==> src/rtl/trap_pkg.sv <==
// trap_pkg: state encoding, cause-code helper and default synchroniser depth
// shared by the trap controller files.
package trap_pkg;

  typedef enum logic {
    ST_UNTRAPPED = 1'b0,
    ST_TRAPPED   = 1'b1
  } trap_state_e;

  localparam int unsigned DEFAULT_SYNC_STAGES = 2;
  localparam int unsigned WDOG_CNT_W          = 16;

  // The IRQ cause code sits directly above the highest maskable source index.
  function automatic int unsigned cause_irq(input int unsigned num_src);
    return num_src;
  endfunction

endpackage

==> src/rtl/trap_ctrl_multi_if.sv <==
// trap_ctrl_multi_if: host-side CPU strobes, trap sources and trap status
// bundled between the Z80 glue logic (master) and the trap controller (slave).
interface trap_ctrl_multi_if #(
  parameter int unsigned NUM_SRC = 4,
  parameter int unsigned CAUSE_W = 4
);

  logic               m1_n;
  logic               irq_sys_n;
  logic               irq_intercept;
  logic [NUM_SRC-1:0] src_event;
  logic [NUM_SRC-1:0] src_mask;
  logic               new_isr;
  logic               last_isr_untrap;
  logic               virtual_enabled;
  logic               cause_ack;
  logic               trap_state;
  logic               nmi_n;
  logic               capture_address;
  logic [NUM_SRC-1:0] pending;
  logic [CAUSE_W-1:0] cause;
  logic               cause_valid;
  logic               wdog_fault;

  modport master (
    output m1_n, irq_sys_n, irq_intercept, src_event, src_mask, new_isr,
           last_isr_untrap, virtual_enabled, cause_ack,
    input  trap_state, nmi_n, capture_address, pending, cause, cause_valid,
           wdog_fault
  );

  modport slave (
    input  m1_n, irq_sys_n, irq_intercept, src_event, src_mask, new_isr,
           last_isr_untrap, virtual_enabled, cause_ack,
    output trap_state, nmi_n, capture_address, pending, cause, cause_valid,
           wdog_fault
  );

endinterface

==> src/rtl/trap_sync_edge.sv <==
// trap_sync_edge: W-bit multi-flop synchroniser with rise/fall pulses taken
// from the synchronised value against its one-clock-old copy.
module trap_sync_edge
  import trap_pkg::*;
#(
  parameter int unsigned W       = 1,
  parameter int unsigned STAGES  = DEFAULT_SYNC_STAGES,
  parameter logic        RST_VAL = 1'b0
) (
  input  logic         clk,
  input  logic         rst,
  input  logic [W-1:0] d,
  output logic [W-1:0] q,
  output logic [W-1:0] rise,
  output logic [W-1:0] fall
);

  logic [W-1:0] chain [STAGES];
  logic [W-1:0] prev;

  // Synchroniser chain plus one history stage for edge detection.
  always_ff @(posedge clk or posedge rst) begin
    if (rst) begin
      for (int i = 0; i < int'(STAGES); i++) chain[i] <= {W{RST_VAL}};
      prev <= {W{RST_VAL}};
    end else begin
      chain[0] <= d;
      for (int i = 1; i < int'(STAGES); i++) chain[i] <= chain[i-1];
      prev <= chain[STAGES-1];
    end
  end

  assign q    = chain[STAGES-1];
  assign rise = q & ~prev;
  assign fall = ~q & prev;

endmodule

==> src/rtl/trap_ctrl_multi.sv <==
// trap_ctrl_multi: clocked trap/mode controller for the Nabu Z80 host.
// Collects maskable trap sources and the intercepted system IRQ, raises NMI,
// enters/leaves the trapped (host ISR) context on M1 fetch edges, records the
// winning cause and strobes address capture for the MegaMapper ISR.
// Optional watchdog on trapped M1 cycles: define TRAP_WDOG_EN.
module trap_ctrl_multi
  import trap_pkg::*;
#(
  parameter int unsigned NUM_SRC     = 4,
  parameter int unsigned SYNC_STAGES = DEFAULT_SYNC_STAGES,
  parameter int unsigned CAUSE_W     = 4,
  parameter int unsigned WDOG_M1     = 1024
) (
  input  logic                    clk,
  input  logic                    rst,
  trap_ctrl_multi_if.slave        bus
);

  localparam logic [CAUSE_W-1:0] CAUSE_IRQ = CAUSE_W'(cause_irq(NUM_SRC));

  logic               m1_q_unused, m1_rise, m1_fall;
  logic               irq_q, irq_rise_unused, irq_fall_unused;
  logic [NUM_SRC-1:0] src_q_unused, src_rise, src_fall_unused;

  trap_state_e        state_q, state_d;
  logic               trapped;
  logic [NUM_SRC-1:0] pending_q;
  logic               irq_sync_q;
  logic               nmi_n_q;
  logic               capture_latch_q;
  logic [CAUSE_W-1:0] cause_q;
  logic               cause_valid_q;

  logic [NUM_SRC-1:0] pend_en, win_onehot, pend_set, pend_clr;
  logic [CAUSE_W-1:0] win_idx;
  logic               irq_pend, any_pend, capture_go;

  trap_sync_edge #(.W(1), .STAGES(SYNC_STAGES), .RST_VAL(1'b1)) u_sync_m1 (
    .clk(clk), .rst(rst), .d(bus.m1_n),
    .q(m1_q_unused), .rise(m1_rise), .fall(m1_fall)
  );

  trap_sync_edge #(.W(1), .STAGES(SYNC_STAGES), .RST_VAL(1'b1)) u_sync_irq (
    .clk(clk), .rst(rst), .d(bus.irq_sys_n),
    .q(irq_q), .rise(irq_rise_unused), .fall(irq_fall_unused)
  );

  trap_sync_edge #(.W(NUM_SRC), .STAGES(SYNC_STAGES), .RST_VAL(1'b0)) u_sync_src (
    .clk(clk), .rst(rst), .d(bus.src_event),
    .q(src_q_unused), .rise(src_rise), .fall(src_fall_unused)
  );

  assign trapped  = (state_q == ST_TRAPPED);
  assign pend_en  = pending_q & bus.src_mask;
  assign irq_pend = bus.irq_intercept & ~irq_sync_q;
  assign any_pend = (|pend_en) | irq_pend;

  // Lowest-index enabled pending source wins; IRQ only when no source is enabled.
  always_comb begin
    win_onehot = pend_en & ~(pend_en - NUM_SRC'(1));
    win_idx    = CAUSE_IRQ;
    for (int i = int'(NUM_SRC) - 1; i >= 0; i--) begin
      if (pend_en[i]) win_idx = CAUSE_W'(i);
    end
  end

  // Trap FSM state register.
  always_ff @(posedge clk or posedge rst) begin
    if (rst) state_q <= ST_TRAPPED;
    else     state_q <= state_d;
  end

  // Trap FSM next state and capture decision; only moves on an M1 falling edge.
  always_comb begin
    state_d    = state_q;
    capture_go = 1'b0;
    if (m1_fall) begin
      case (state_q)
        ST_UNTRAPPED: begin
          if (!bus.virtual_enabled) begin
            state_d = ST_TRAPPED;
          end else if (any_pend && bus.new_isr) begin
            state_d    = ST_TRAPPED;
            capture_go = 1'b1;
          end
        end
        ST_TRAPPED: begin
          if (bus.last_isr_untrap && bus.virtual_enabled) state_d = ST_UNTRAPPED;
        end
      endcase
    end
  end

  // Pending set/clear terms: a new event beats the capture clear of the winner.
  always_comb begin
    pend_set = src_rise & bus.src_mask & {NUM_SRC{~trapped}};
    pend_clr = (src_rise & {NUM_SRC{trapped}}) | (capture_go ? win_onehot : '0);
  end

  // Sticky pending bits, IRQ sample on M1 rise and registered NMI.
  always_ff @(posedge clk or posedge rst) begin
    if (rst) begin
      pending_q  <= '0;
      irq_sync_q <= 1'b1;
      nmi_n_q    <= 1'b1;
    end else begin
      pending_q <= pend_set | (pending_q & ~pend_clr);
      if (m1_rise) irq_sync_q <= irq_q;
      nmi_n_q <= ~(any_pend & ~trapped);
    end
  end

  // Capture latch, cause code and cause_valid; a capture overrides cause_ack.
  always_ff @(posedge clk or posedge rst) begin
    if (rst) begin
      capture_latch_q <= 1'b0;
      cause_q         <= '0;
      cause_valid_q   <= 1'b0;
    end else begin
      if (capture_go)   capture_latch_q <= 1'b1;
      else if (m1_fall) capture_latch_q <= 1'b0;
      if (capture_go) begin
        cause_q       <= win_idx;
        cause_valid_q <= 1'b1;
      end else if (bus.cause_ack) begin
        cause_valid_q <= 1'b0;
      end
    end
  end

`ifdef TRAP_WDOG_EN
  localparam logic [WDOG_CNT_W-1:0] WDOG_LIM = WDOG_CNT_W'(WDOG_M1);

  logic [WDOG_CNT_W-1:0] wdog_cnt_q;
  logic                  wdog_fault_q;

  // Count trapped M1 fetches; saturate at the limit and flag a sticky fault.
  always_ff @(posedge clk or posedge rst) begin
    if (rst) begin
      wdog_cnt_q   <= '0;
      wdog_fault_q <= 1'b0;
    end else if (m1_fall && trapped && (state_d == ST_UNTRAPPED)) begin
      wdog_cnt_q   <= '0;
      wdog_fault_q <= 1'b0;
    end else if (m1_fall && trapped && bus.virtual_enabled) begin
      if (wdog_cnt_q != WDOG_LIM) wdog_cnt_q <= wdog_cnt_q + WDOG_CNT_W'(1);
      if (wdog_cnt_q >= WDOG_LIM - WDOG_CNT_W'(1)) wdog_fault_q <= 1'b1;
    end
  end

  assign bus.wdog_fault = wdog_fault_q;
`else
  localparam int unsigned WDOG_M1_UNUSED = WDOG_M1;
  assign bus.wdog_fault = 1'b0;
`endif

  assign bus.trap_state      = trapped;
  assign bus.nmi_n           = nmi_n_q;
  assign bus.pending         = pending_q;
  assign bus.cause           = cause_q;
  assign bus.cause_valid     = cause_valid_q;
  assign bus.capture_address = capture_latch_q
                             | (bus.last_isr_untrap & trapped & bus.virtual_enabled);

endmodule

==> src/flat_wrapper.sv <==
// flat-port wrapper written by rule: the top's interface ports become plain ports
module trap_ctrl_multi_flat import trap_pkg::*;
#(
  parameter int unsigned NUM_SRC     = 4,
  parameter int unsigned SYNC_STAGES = DEFAULT_SYNC_STAGES,
  parameter int unsigned CAUSE_W     = 4,
  parameter int unsigned WDOG_M1     = 1024
)
  (clk, rst, bus_m1_n, bus_irq_sys_n, bus_irq_intercept, bus_src_event, bus_src_mask, bus_new_isr, bus_last_isr_untrap, bus_virtual_enabled, bus_cause_ack, bus_trap_state, bus_nmi_n, bus_capture_address, bus_pending, bus_cause, bus_cause_valid, bus_wdog_fault);
  trap_ctrl_multi_if #(.NUM_SRC(NUM_SRC), .CAUSE_W(CAUSE_W)) bus_i ();
  input  logic clk;
  input  logic rst;
  input wire logic [$bits(bus_i.m1_n)-1:0] bus_m1_n;
  input wire logic [$bits(bus_i.irq_sys_n)-1:0] bus_irq_sys_n;
  input wire logic [$bits(bus_i.irq_intercept)-1:0] bus_irq_intercept;
  input wire logic [$bits(bus_i.src_event)-1:0] bus_src_event;
  input wire logic [$bits(bus_i.src_mask)-1:0] bus_src_mask;
  input wire logic [$bits(bus_i.new_isr)-1:0] bus_new_isr;
  input wire logic [$bits(bus_i.last_isr_untrap)-1:0] bus_last_isr_untrap;
  input wire logic [$bits(bus_i.virtual_enabled)-1:0] bus_virtual_enabled;
  input wire logic [$bits(bus_i.cause_ack)-1:0] bus_cause_ack;
  output wire logic [$bits(bus_i.trap_state)-1:0] bus_trap_state;
  output wire logic [$bits(bus_i.nmi_n)-1:0] bus_nmi_n;
  output wire logic [$bits(bus_i.capture_address)-1:0] bus_capture_address;
  output wire logic [$bits(bus_i.pending)-1:0] bus_pending;
  output wire logic [$bits(bus_i.cause)-1:0] bus_cause;
  output wire logic [$bits(bus_i.cause_valid)-1:0] bus_cause_valid;
  output wire logic [$bits(bus_i.wdog_fault)-1:0] bus_wdog_fault;
  assign bus_i.m1_n = bus_m1_n;
  assign bus_i.irq_sys_n = bus_irq_sys_n;
  assign bus_i.irq_intercept = bus_irq_intercept;
  assign bus_i.src_event = bus_src_event;
  assign bus_i.src_mask = bus_src_mask;
  assign bus_i.new_isr = bus_new_isr;
  assign bus_i.last_isr_untrap = bus_last_isr_untrap;
  assign bus_i.virtual_enabled = bus_virtual_enabled;
  assign bus_i.cause_ack = bus_cause_ack;
  assign bus_trap_state = bus_i.trap_state;
  assign bus_nmi_n = bus_i.nmi_n;
  assign bus_capture_address = bus_i.capture_address;
  assign bus_pending = bus_i.pending;
  assign bus_cause = bus_i.cause;
  assign bus_cause_valid = bus_i.cause_valid;
  assign bus_wdog_fault = bus_i.wdog_fault;
  trap_ctrl_multi #(.NUM_SRC(NUM_SRC), .SYNC_STAGES(SYNC_STAGES), .CAUSE_W(CAUSE_W), .WDOG_M1(WDOG_M1)) u_core (.clk(clk), .rst(rst), .bus(bus_i));
endmodule
==> config.mk <==
export PLATFORM = sky130hd
export DESIGN_NAME = trap_ctrl_multi_flat
export DESIGN_NICKNAME = d
export VERILOG_FILES = /design/src/rtl/trap_pkg.sv /design/src/rtl/trap_ctrl_multi_if.sv /design/src/rtl/trap_sync_edge.sv /design/src/rtl/trap_ctrl_multi.sv /design/src/flat_wrapper.sv
export SDC_FILE = /design/constraint.sdc
export NUM_CORES = 1
export LEC_CHECK = 0
export BUFFER_PORTS_ARGS = -buffer_cell sky130_fd_sc_hd__buf_2
export CAP_MARGIN = 20
export CORE_MARGIN = 5
export CORE_UTILIZATION = 45
export CTS_CLUSTER_DIAMETER = 50
export CTS_CLUSTER_SIZE = 8
export DETAILED_ROUTE_END_ITERATION = 6
export GPL_TIMING_DRIVEN = 0
export PLACE_DENSITY = 0.74
export SLEW_MARGIN = 20
export SYNTH_ARGS = -nofsm -noshare
export SYNTH_HDL_FRONTEND = slang
export SYNTH_SLANG_ARGS = --single-unit
==> constraint.sdc <==
create_clock -name clk -period 3.8 [get_ports clk]
set_input_delay 1.14 -clock clk [delete_from_list [all_inputs] [get_ports clk]]
set_output_delay 1.14 -clock clk [all_outputs]
set_load 0.03 [all_outputs]
# --- Word-level counts from Yosys, hierarchy flattened ---
# Cells that the tools add are included.
totals:
  ff_bits: 30
  out_inout_bits: 13
  inputBits: 17
classes:
  n_mux: 16
  bitwise_logic: 25
  addsub: 1
  reduce_logical: 5
op_table:
  columns: ["op", "n"]
  rows:
  - ["4-bit bitwise AND", 7]
  - ["4-bit 2-to-1 mux", 4]
  - ["4-bit inverter", 3]
  - ["1-bit 2-to-1 mux", 10]
  - ["4-bit bitwise OR", 2]
  - ["1-bit bitwise AND", 6]
  - ["1-bit inverter", 5]
  - ["2-bit nonzero test", 2]
  - ["4-bit OR reduction", 1]
  - ["4-bit by 1-bit subtractor with 4-bit output, second input constant", 1]
  - ["3-bit 2-to-1 mux", 1]
  - ["1-bit logical AND", 2]
  - ["1-bit bitwise OR", 2]
  - ["1-bit case mux with 2 select lines", 1]

# --- Depth between registers and ports, before layout ---
# Gate-level depths: netlist of the first run.
depth:
  ltp_word: 13
  mapped_depth: 4
  ltp_nobuf: 4

# --- By module ---
# Synthesis of the first run repeated with hierarchy kept, for this count alone.
hier_totals:
  hier_cells: 100
  hier_area_um2: 1272.5
modules_own_cells:
  columns: ["module", "cells_per_inst", "area_each_um2", "n_inst"]
  rows:
  - ["trap_ctrl_multi", 63, 673.1, 1]
  - ["trap_sync_edge at u_core.u_sync_src", 25, 404.1, 1]
  - ["trap_sync_edge at u_core.u_sync_irq ...", 6, 97.6, 2]

# --- Worst setup path after synthesis of the first run ---
# No wires, ideal clock.
synth_timing:
  path_type: "input -> output"
  start: "input port bus_last_isr_untrap"
  end: "output port bus_capture_address"
  required_ns: 2.660
  setup_slack_ns: 1.227
  path_stages: 1
  t_arrival_ns: 1.433
  path_buffers: 0
  path_cell_list: "a31o_2"
synth_between:
  elab_chain_cells: 3
synth_rtl:
  columns: ["element", "line_no", "text"]
  rows:
  - ["from (decl)", "flat_wrapper.sv:19", "input wire logic [$bits(bus_i.last_isr_untrap)-1:0] bus_last_isr_untrap;"]
  - ["1-bit bitwise AND (2 in series)", "trap_ctrl_multi.sv:163", "| (bus.last_isr_untrap & trapped & bus.virtual_enabled);"]
  - ["1-bit bitwise OR", "trap_ctrl_multi.sv:163", null]
  - ["to (decl)", "flat_wrapper.sv:24", "output wire logic [$bits(bus_i.capture_address)-1:0] bus_capture_address;"]
# Every way passes these cells.

# --- Worst setup path in the final report of the first run ---
layout_timing:
  start: "input port bus_virtual_enabled"
  end: "output port bus_capture_address"
layout_between:
  elab_chain_cells: 2
layout_rtl:
  columns: ["element", "line_no", "text"]
  rows:
  - ["from (decl)", "flat_wrapper.sv:20", "input wire logic [$bits(bus_i.virtual_enabled)-1:0] bus_virtual_enabled;"]
  - ["1-bit bitwise AND", "trap_ctrl_multi.sv:163", null]
  - ["1-bit bitwise OR", "trap_ctrl_multi.sv:163", null]
# Every way passes these cells.

==> run metrics, run 1 <==
RSZ-0062 raised after global routing false; Worst EP required ~2.7 ns; vias between 700 and 800; largest net degree at the start of global routing 30; cells on worst reg2reg path 4; Clock Skew between 0.007 and 0.008 ns; worst-path maximum fanout 5; CP Capture Type output pin; CP max stage delay 0.24 ns; Reg clk slew, reported paths ~0.090 ns; DRC Markers 0; IO Pins 30; peak supply drop around 0.38 mV; Slew Viols, Final 0; number of global-route vias before repair roughly 760; relative slew slack 62.0%; hold_buf cts 0; Die W slightly below 60 um; GRT Total Usage between 10 and 15%; hold path depth 0; TNS Setup 0 ns; Cell Pwr Density between 500 and 600 nW/um^2; most used cell, CP buf_2; Final period util between 70 and 80%; starting density of the core roughly 48%; min Tclk post-route between 2 and 3 ns; final net count between 100 and 150; synth warn 0; number of synthesized register bits 29; First DRT Iteration DRCs 17; CP Cell Sequence buf_2 > a31o_2 > buf_2; cell family with most CP delay buffers and inverters; sequential area share after synthesis about two thirds; die area around 3500 um^2; Max-cap violations 0; crit path launch type primary input; post_cts resized 0; hold_ws 0.354 ns; CP Depth 3; H-tree Lvls 2; Port Buffers 27; cell area after synthesis approximately 1100 um^2; mean number of vias per cell just under 5; core area 2280 um^2; setup ws final a little under 1 ns; area grow syn2layout 22.9%; diode count 0; GRT Residual Overflow 0; Unique masters post-synth 29; Antenna Violating Nets Remaining 0; routability cong. 0.697; Crit path buffers/inverters 2; Filler cells between 150 and 200; routed len/inst 12.7 um; layout cell share with drive strength beyond 1 around 45%; CP arrival ~1.7 ns; Worst Hold Class flop to flop; DP Worst Slack about 0.98 ns; Worst path slowest cell a31o_2; Avg Cell Area, Syn around 13 um^2; status complete, no violations; Synth Instances 83; clock sink total 29; Clock Latency Late Sink around 0.32 ns; worst-case clock buffer depth 2; CTS tree built; FMAX roughly 350 MHz; worst slew pin tran between 0.5 and 0.6 ns; Post-CTS Setup Repair Bufs 0; Worst Path Class, Setup primary input to output pin; Die H 59.3 um; DR pass1 iterations 4; FP Rows 17; total wire length approximately 1900 um; Finish-stage setup viols 0; DP HPWL 1320 um; CTS buffer count 5; root buf cell clkbuf_4; Hold Vio Cnt, Final 0; initial antenna violation count 0; Util after Layout between 50 and 60%; P_leak roughly 0.00064 uW; first-pass GRT wire length approximately 3200 um
==> cells in the mapped netlist (all sizes together) <==
library cell	n	area (um^2)
a31o	1	8.76
o21ai	3	15.0
dfstp	8	210
a211oi	2	15.0
nor2b	4	25.0
nand2b	4	25.0
mux2	1	11.3
a21oi	3	15.0
o22ai	1	6.26
or2	1	6.26
o31ai	2	15.0
nand3	1	5.00
conb	1	3.75
nor3	1	5.00
and4bb	1	12.5
nand2	5	18.8
nor4b	2	17.5
a22o	3	37.5
o211ai	1	7.51
and2	1	6.26
o311ai	2	35.0
nor2	5	18.8
a31oi	1	6.26
a21boi	1	7.51
buf	2	15.0
inv	5	18.8
dfrtp	21	526
==> cell families (layout without fill, tap and decap cells) <==
| family | Yosys count | after routing | synth area share (%) |
|---|---|---|---|
| DFF | 29 | 29 | 67.3 |
| buffers and inverters | 7 | 42 | 3.09 |
| and+or+nand+nor | 25 | 25 | 12.8 |
| other | 1 | 2 | 0.343 |
| muxes | 1 | 1 | 1.03 |
| AOI/OAI and AO/OA | 20 | 20 | 15.4 |
==> layer usage <==
metal	wire length [um]	share of wire (%)	vias to the layer above	GRT usage (%)
met4	40	2.1	0	5.83
met3	203	11	6	5.88
met1	758	41	338	13.8
met5	0	0	-	0
met2	867	46	28	20.6
li1	-	-	359	-
==> worst paths after layout <==
| kind | startpoint | end | slack (ns) |
|---|---|---|---|
| setup / recovery | bus_virtual_enabled | bus_capture_address | 0.97 |
| hold / removal | u_core.u_sync_src.chain[7] | u_core.u_sync_src.q[3] | 0.35 |
| setup reg to reg | u_core.bus.pending[1] | u_core.bus.pending[1] | 2.24 |
| hold reg to reg | u_core.u_sync_src.chain[7] | u_core.u_sync_src.q[3] | 0.35 |
| max in group asynchronous | rst | u_core.bus.nmi_n | 2.56 |
| min in group asynchronous | rst | u_core.u_sync_src.chain[6] | 0.86 |
==> where the power goes <==
group	internal (uW)	switching, uW
registers	349	24.3
logic	55.9	101
clock network	138	103
==> placed cells by master, fill, tap and decap left out, types with 2 or more instances in the layout <==
cell,Yosys,final
dfstp_2,8,8
a21oi_1,3,3
conb_1,1,2
nand2b_1,4,4
a22o_2,2,2
nor2_1,5,5
nand2_1,5,5
inv_1,5,4
buf_4,2,2
nor2b_1,4,4
a211oi_1,2,2
dfrtp_1,21,21
nor4b_1,2,2
buf_2,0,27
o31ai_1,2,2
o21ai_0,3,3
clkbuf_4,0,5
==> metrics by stage <==
stage,total power (uW),std cells,area [um^2]
4_1_cts,781,147,1340
3_3_place_gp,532,139,1270
2_1_floorplan,487,84,1100
5_1_grt,813,147,1340
3_5_place_dp,537,139,1270
6_report,771,147,1340
==> sequential cells by signal, summed over array words and instances, names as in the netlist <==
name                     cells
u_core.u_sync_src.prev       4
u_core.bus.nmi_n             1
u_core.u_sync_m1.chain       1
u_core.bus.cause             3
u_core.bus.pending           4
u_core.irq_sync_q            1
u_core.u_sync_m1.prev        1
u_core.u_sync_src.q          4
u_core.bus.cause_valid       1
u_core.u_sync_irq.q          1
u_core.bus.trap_state        1
u_core.capture_latch_q       1
u_core.u_sync_m1.q           1
u_core.u_sync_src.chain      4
u_core.u_sync_irq.chain      1
==> area by class of cell <==
cell class / count / area, um^2 / share of cell area [%]
Timing Repair Buffer: 27 / 135 / 10.1
Inverter: 5 / 18.8 / 1.40
Tap cell: 28 / 35.0 / 2.61
Buffer: 2 / 15.0 / 1.12
Clock inverter: 2 / 35.0 / 2.61
Multi-Input combinational cell: 48 / 328 / 24.4
Sequential cell: 29 / 736 / 54.7
Clock buffer: 6 / 41.3 / 3.07
(Power assumes the default switching activity.)
==> inputs of run 2 (changes only) <==
--- a/config.mk
+++ b/config.mk
@@ -13,7 +13,7 @@
 export CTS_CLUSTER_SIZE = 8
 export DETAILED_ROUTE_END_ITERATION = 6
 export GPL_TIMING_DRIVEN = 0
-export PLACE_DENSITY = 0.74
+export PLACE_DENSITY = 0.77
 export SLEW_MARGIN = 20
 export SYNTH_ARGS = -nofsm -noshare
 export SYNTH_HDL_FRONTEND = slang
==> constraint.sdc (replaced) <==
create_clock -name clk -period 2.3 [get_ports clk]
set_input_delay 0.69 -clock clk [delete_from_list [all_inputs] [get_ports clk]]
set_output_delay 0.69 -clock clk [all_outputs]
set_load 0.03 [all_outputs]
==> run 2 against run 1 <==
Net effect:
- final cell count unchanged
- final area down 1.3%
- critical path depth down 1
- worst setup slack worse by 0.63 ns
- global-route usage down 0.35 points
- combinational power up 66%
- highest routed layer unchanged
- die area unchanged
- critical path type is now flop to output pin
==> run metrics, run 2 (same netlist as run 1, synthesis figures left out) <==
routed len/inst 12.8 um (+0.70%); final net count 135 (unchanged); starting density of the core 48.0% (unchanged); number of global-route vias before repair 730 (-3.7%); CP Cell Sequence a31o_2 > buf_2; FMAX 509 MHz; crit path launch type flop; diode count 0 (unchanged); Port Buffers 27 (unchanged); post_cts resized 0 (unchanged); DRC Markers 0 (unchanged); CP max stage delay 0.62 ns (+0.38 ns); vias 731 (unchanged); commonest cells after routing, fill and taps aside buf_2, dfrtp_1, dfstp_2; initial antenna violation count 0 (unchanged); layout cell share with drive strength beyond 1 43.7% (-0.84 points); Clock Skew 0.00323 ns (-0.00410 ns); hold_buf cts 0 (unchanged); Hold Vio Cnt, Final 0 (unchanged); TNS Setup 0 ns (unchanged); peak supply drop 0.551 mV (+47%); H-tree Lvls 2 (unchanged); cell family with most CP delay flip-flops; Non-Filler Instances 147 (unchanged); Max-cap violations 0 (unchanged); Crit path buffers/inverters 1 (-1); CP arrival 1.27 ns (-0.42 ns); Clock Latency Late Sink 0.31 ns (about the same); routability cong. 0.745 (+6.9%); CP Capture Type output pin; cells on worst reg2reg path 4 (unchanged); largest net degree at the start of global routing 30 (unchanged); Worst path slowest cell dfstp_2; Worst Hold Class flop to flop; Slew Viols, Final 0 (unchanged); P_leak 0.000626 uW (-1.5%); CTS buffer count 5 (unchanged); total wire length 1880 um (+0.70%); RR Endpoint u_core.bus.pending[2]; root buf cell clkbuf_4; relative slew slack 62.5% (+0.45 points); Post-CTS Setup Repair Bufs 0 (unchanged); Reg clk slew, reported paths 0.08 ns (about the same); Die W 59.3 um (unchanged); worst slew pin tran 0.562 ns (-0.00676 ns); first-pass GRT wire length 3110 um (-3.2%); Filler cells 190 (-4.0%); area of the multi-input gates 328 um^2 (unchanged); Finish-stage setup viols 0 (unchanged); hold path depth 0 (unchanged); Worst Path Class, Setup flop to output pin; status complete, no violations; Worst EP required 1.61 ns (-1.05 ns); CTS tree built; overall power 1190 uW (+54%); GRT Residual Overflow 0 (unchanged); Hold Path Sink u_core.u_sync_src.q[1]; R2R setup slack 0.70 ns (-1.54 ns); mean number of vias per cell 4.97 (unchanged); hold_ws 0.358 ns (+0.00378 ns); IO Pins 30 (unchanged); core area 2280 um^2 (unchanged); Die H 59.3 um (unchanged); Critical R2R Launch u_core.bus.pending[1]; area grow syn2layout 21.3%; RSZ-0062 raised after global routing false; clock sink total 29 (unchanged); worst-case clock buffer depth 2 (unchanged); die area 3520 um^2 (unchanged); commonest non-fill, non-tap cell in the layout buf_2; cell count after placement 139 (unchanged); Util after Layout 58.3% (-0.77 points); DP HPWL 1390 um (+5.0%); worst-path maximum fanout 9 (+4); Hold Path Origin u_core.u_sync_src.chain[5]; Register Area 736 um^2 (unchanged); GRT Total Usage 12.2% (-0.35 points); Final period util 85.4%; CP Depth 2 (-1); CP startpoint u_core.bus.trap_state; First DRT Iteration DRCs 34 (+17); Cell Pwr Density 894 nW/um^2 (+56%); DR pass1 iterations 4 (unchanged); FP Rows 17 (unchanged); min Tclk post-route roughly 2.0 ns; Antenna Violating Nets Remaining 0 (unchanged)
run 2: cell types whose count changed in the layout (fill, tap and decap cells not counted):
cell / previous run / this run
bufinv_16: 1 / 0
clkbuf_8: 0 / 1
clkbuf_1: 1 / 2
clkinv_2: 1 / 0
run 2: worst max path at each step:
| stage | to | slack (ns) |
|---|---|---|
| CTS | bus_capture_address | 0.31 |
| global placement | u_core.bus.pending[1] | 0.38 |
| detailed placement | u_core.bus.pending[1] | 0.36 |
| global route | bus_capture_address | 0.24 |
| floorplan | u_core.bus.pending[1] | 0.62 |
| finish | bus_capture_address | 0.34 |
run 2: layer usage:
layer / GRT usage, % / vias up / wire length [um]
met5: 0 / - / 0
met4: 7.77 / 0 / 33
met3: 4.58 / 5 / 176
met2: 20.0 / 29 / 937
met1: 13.3 / 343 / 736
li1: - / 354 / -
run 2: worst register-to-register path: cells and delay by family, from the launching register on:
kind	cells	cell delay [ns]
AOI/OAI and AO/OA	3	0.98
DFF	1	0.43
and+or+nand+nor	1	0.10
run 2: area by class of cell:
| type | count | share of cell area [%] |
|---|---|---|
| Timing Repair Buffer | 27 | 10.2 |
| Inverter | 5 | 1.42 |
| Multi-Input combinational cell | 48 | 24.7 |
| Buffer | 2 | 1.13 |
| Clock buffer | 8 | 4.43 |
| Sequential cell | 29 | 55.5 |
| Tap cell | 28 | 2.64 |
run 2: per-stage QoR:
step	setup slack, ns	instance area, um^2
final	0.335	1330
after global routing	0.243	1330
after CTS	0.310	1330
after detailed placement	0.362	1270
after global placement	0.378	1270
after floorplan	0.624	1100
run 2: report_power, final:
group	leakage (uW)	switching [uW]	internal [uW]	total, uW
Clock	0.0000326	156	151	307
Combinational	0.000251	168	92.3	260
Sequential	0.000342	41.3	577	618
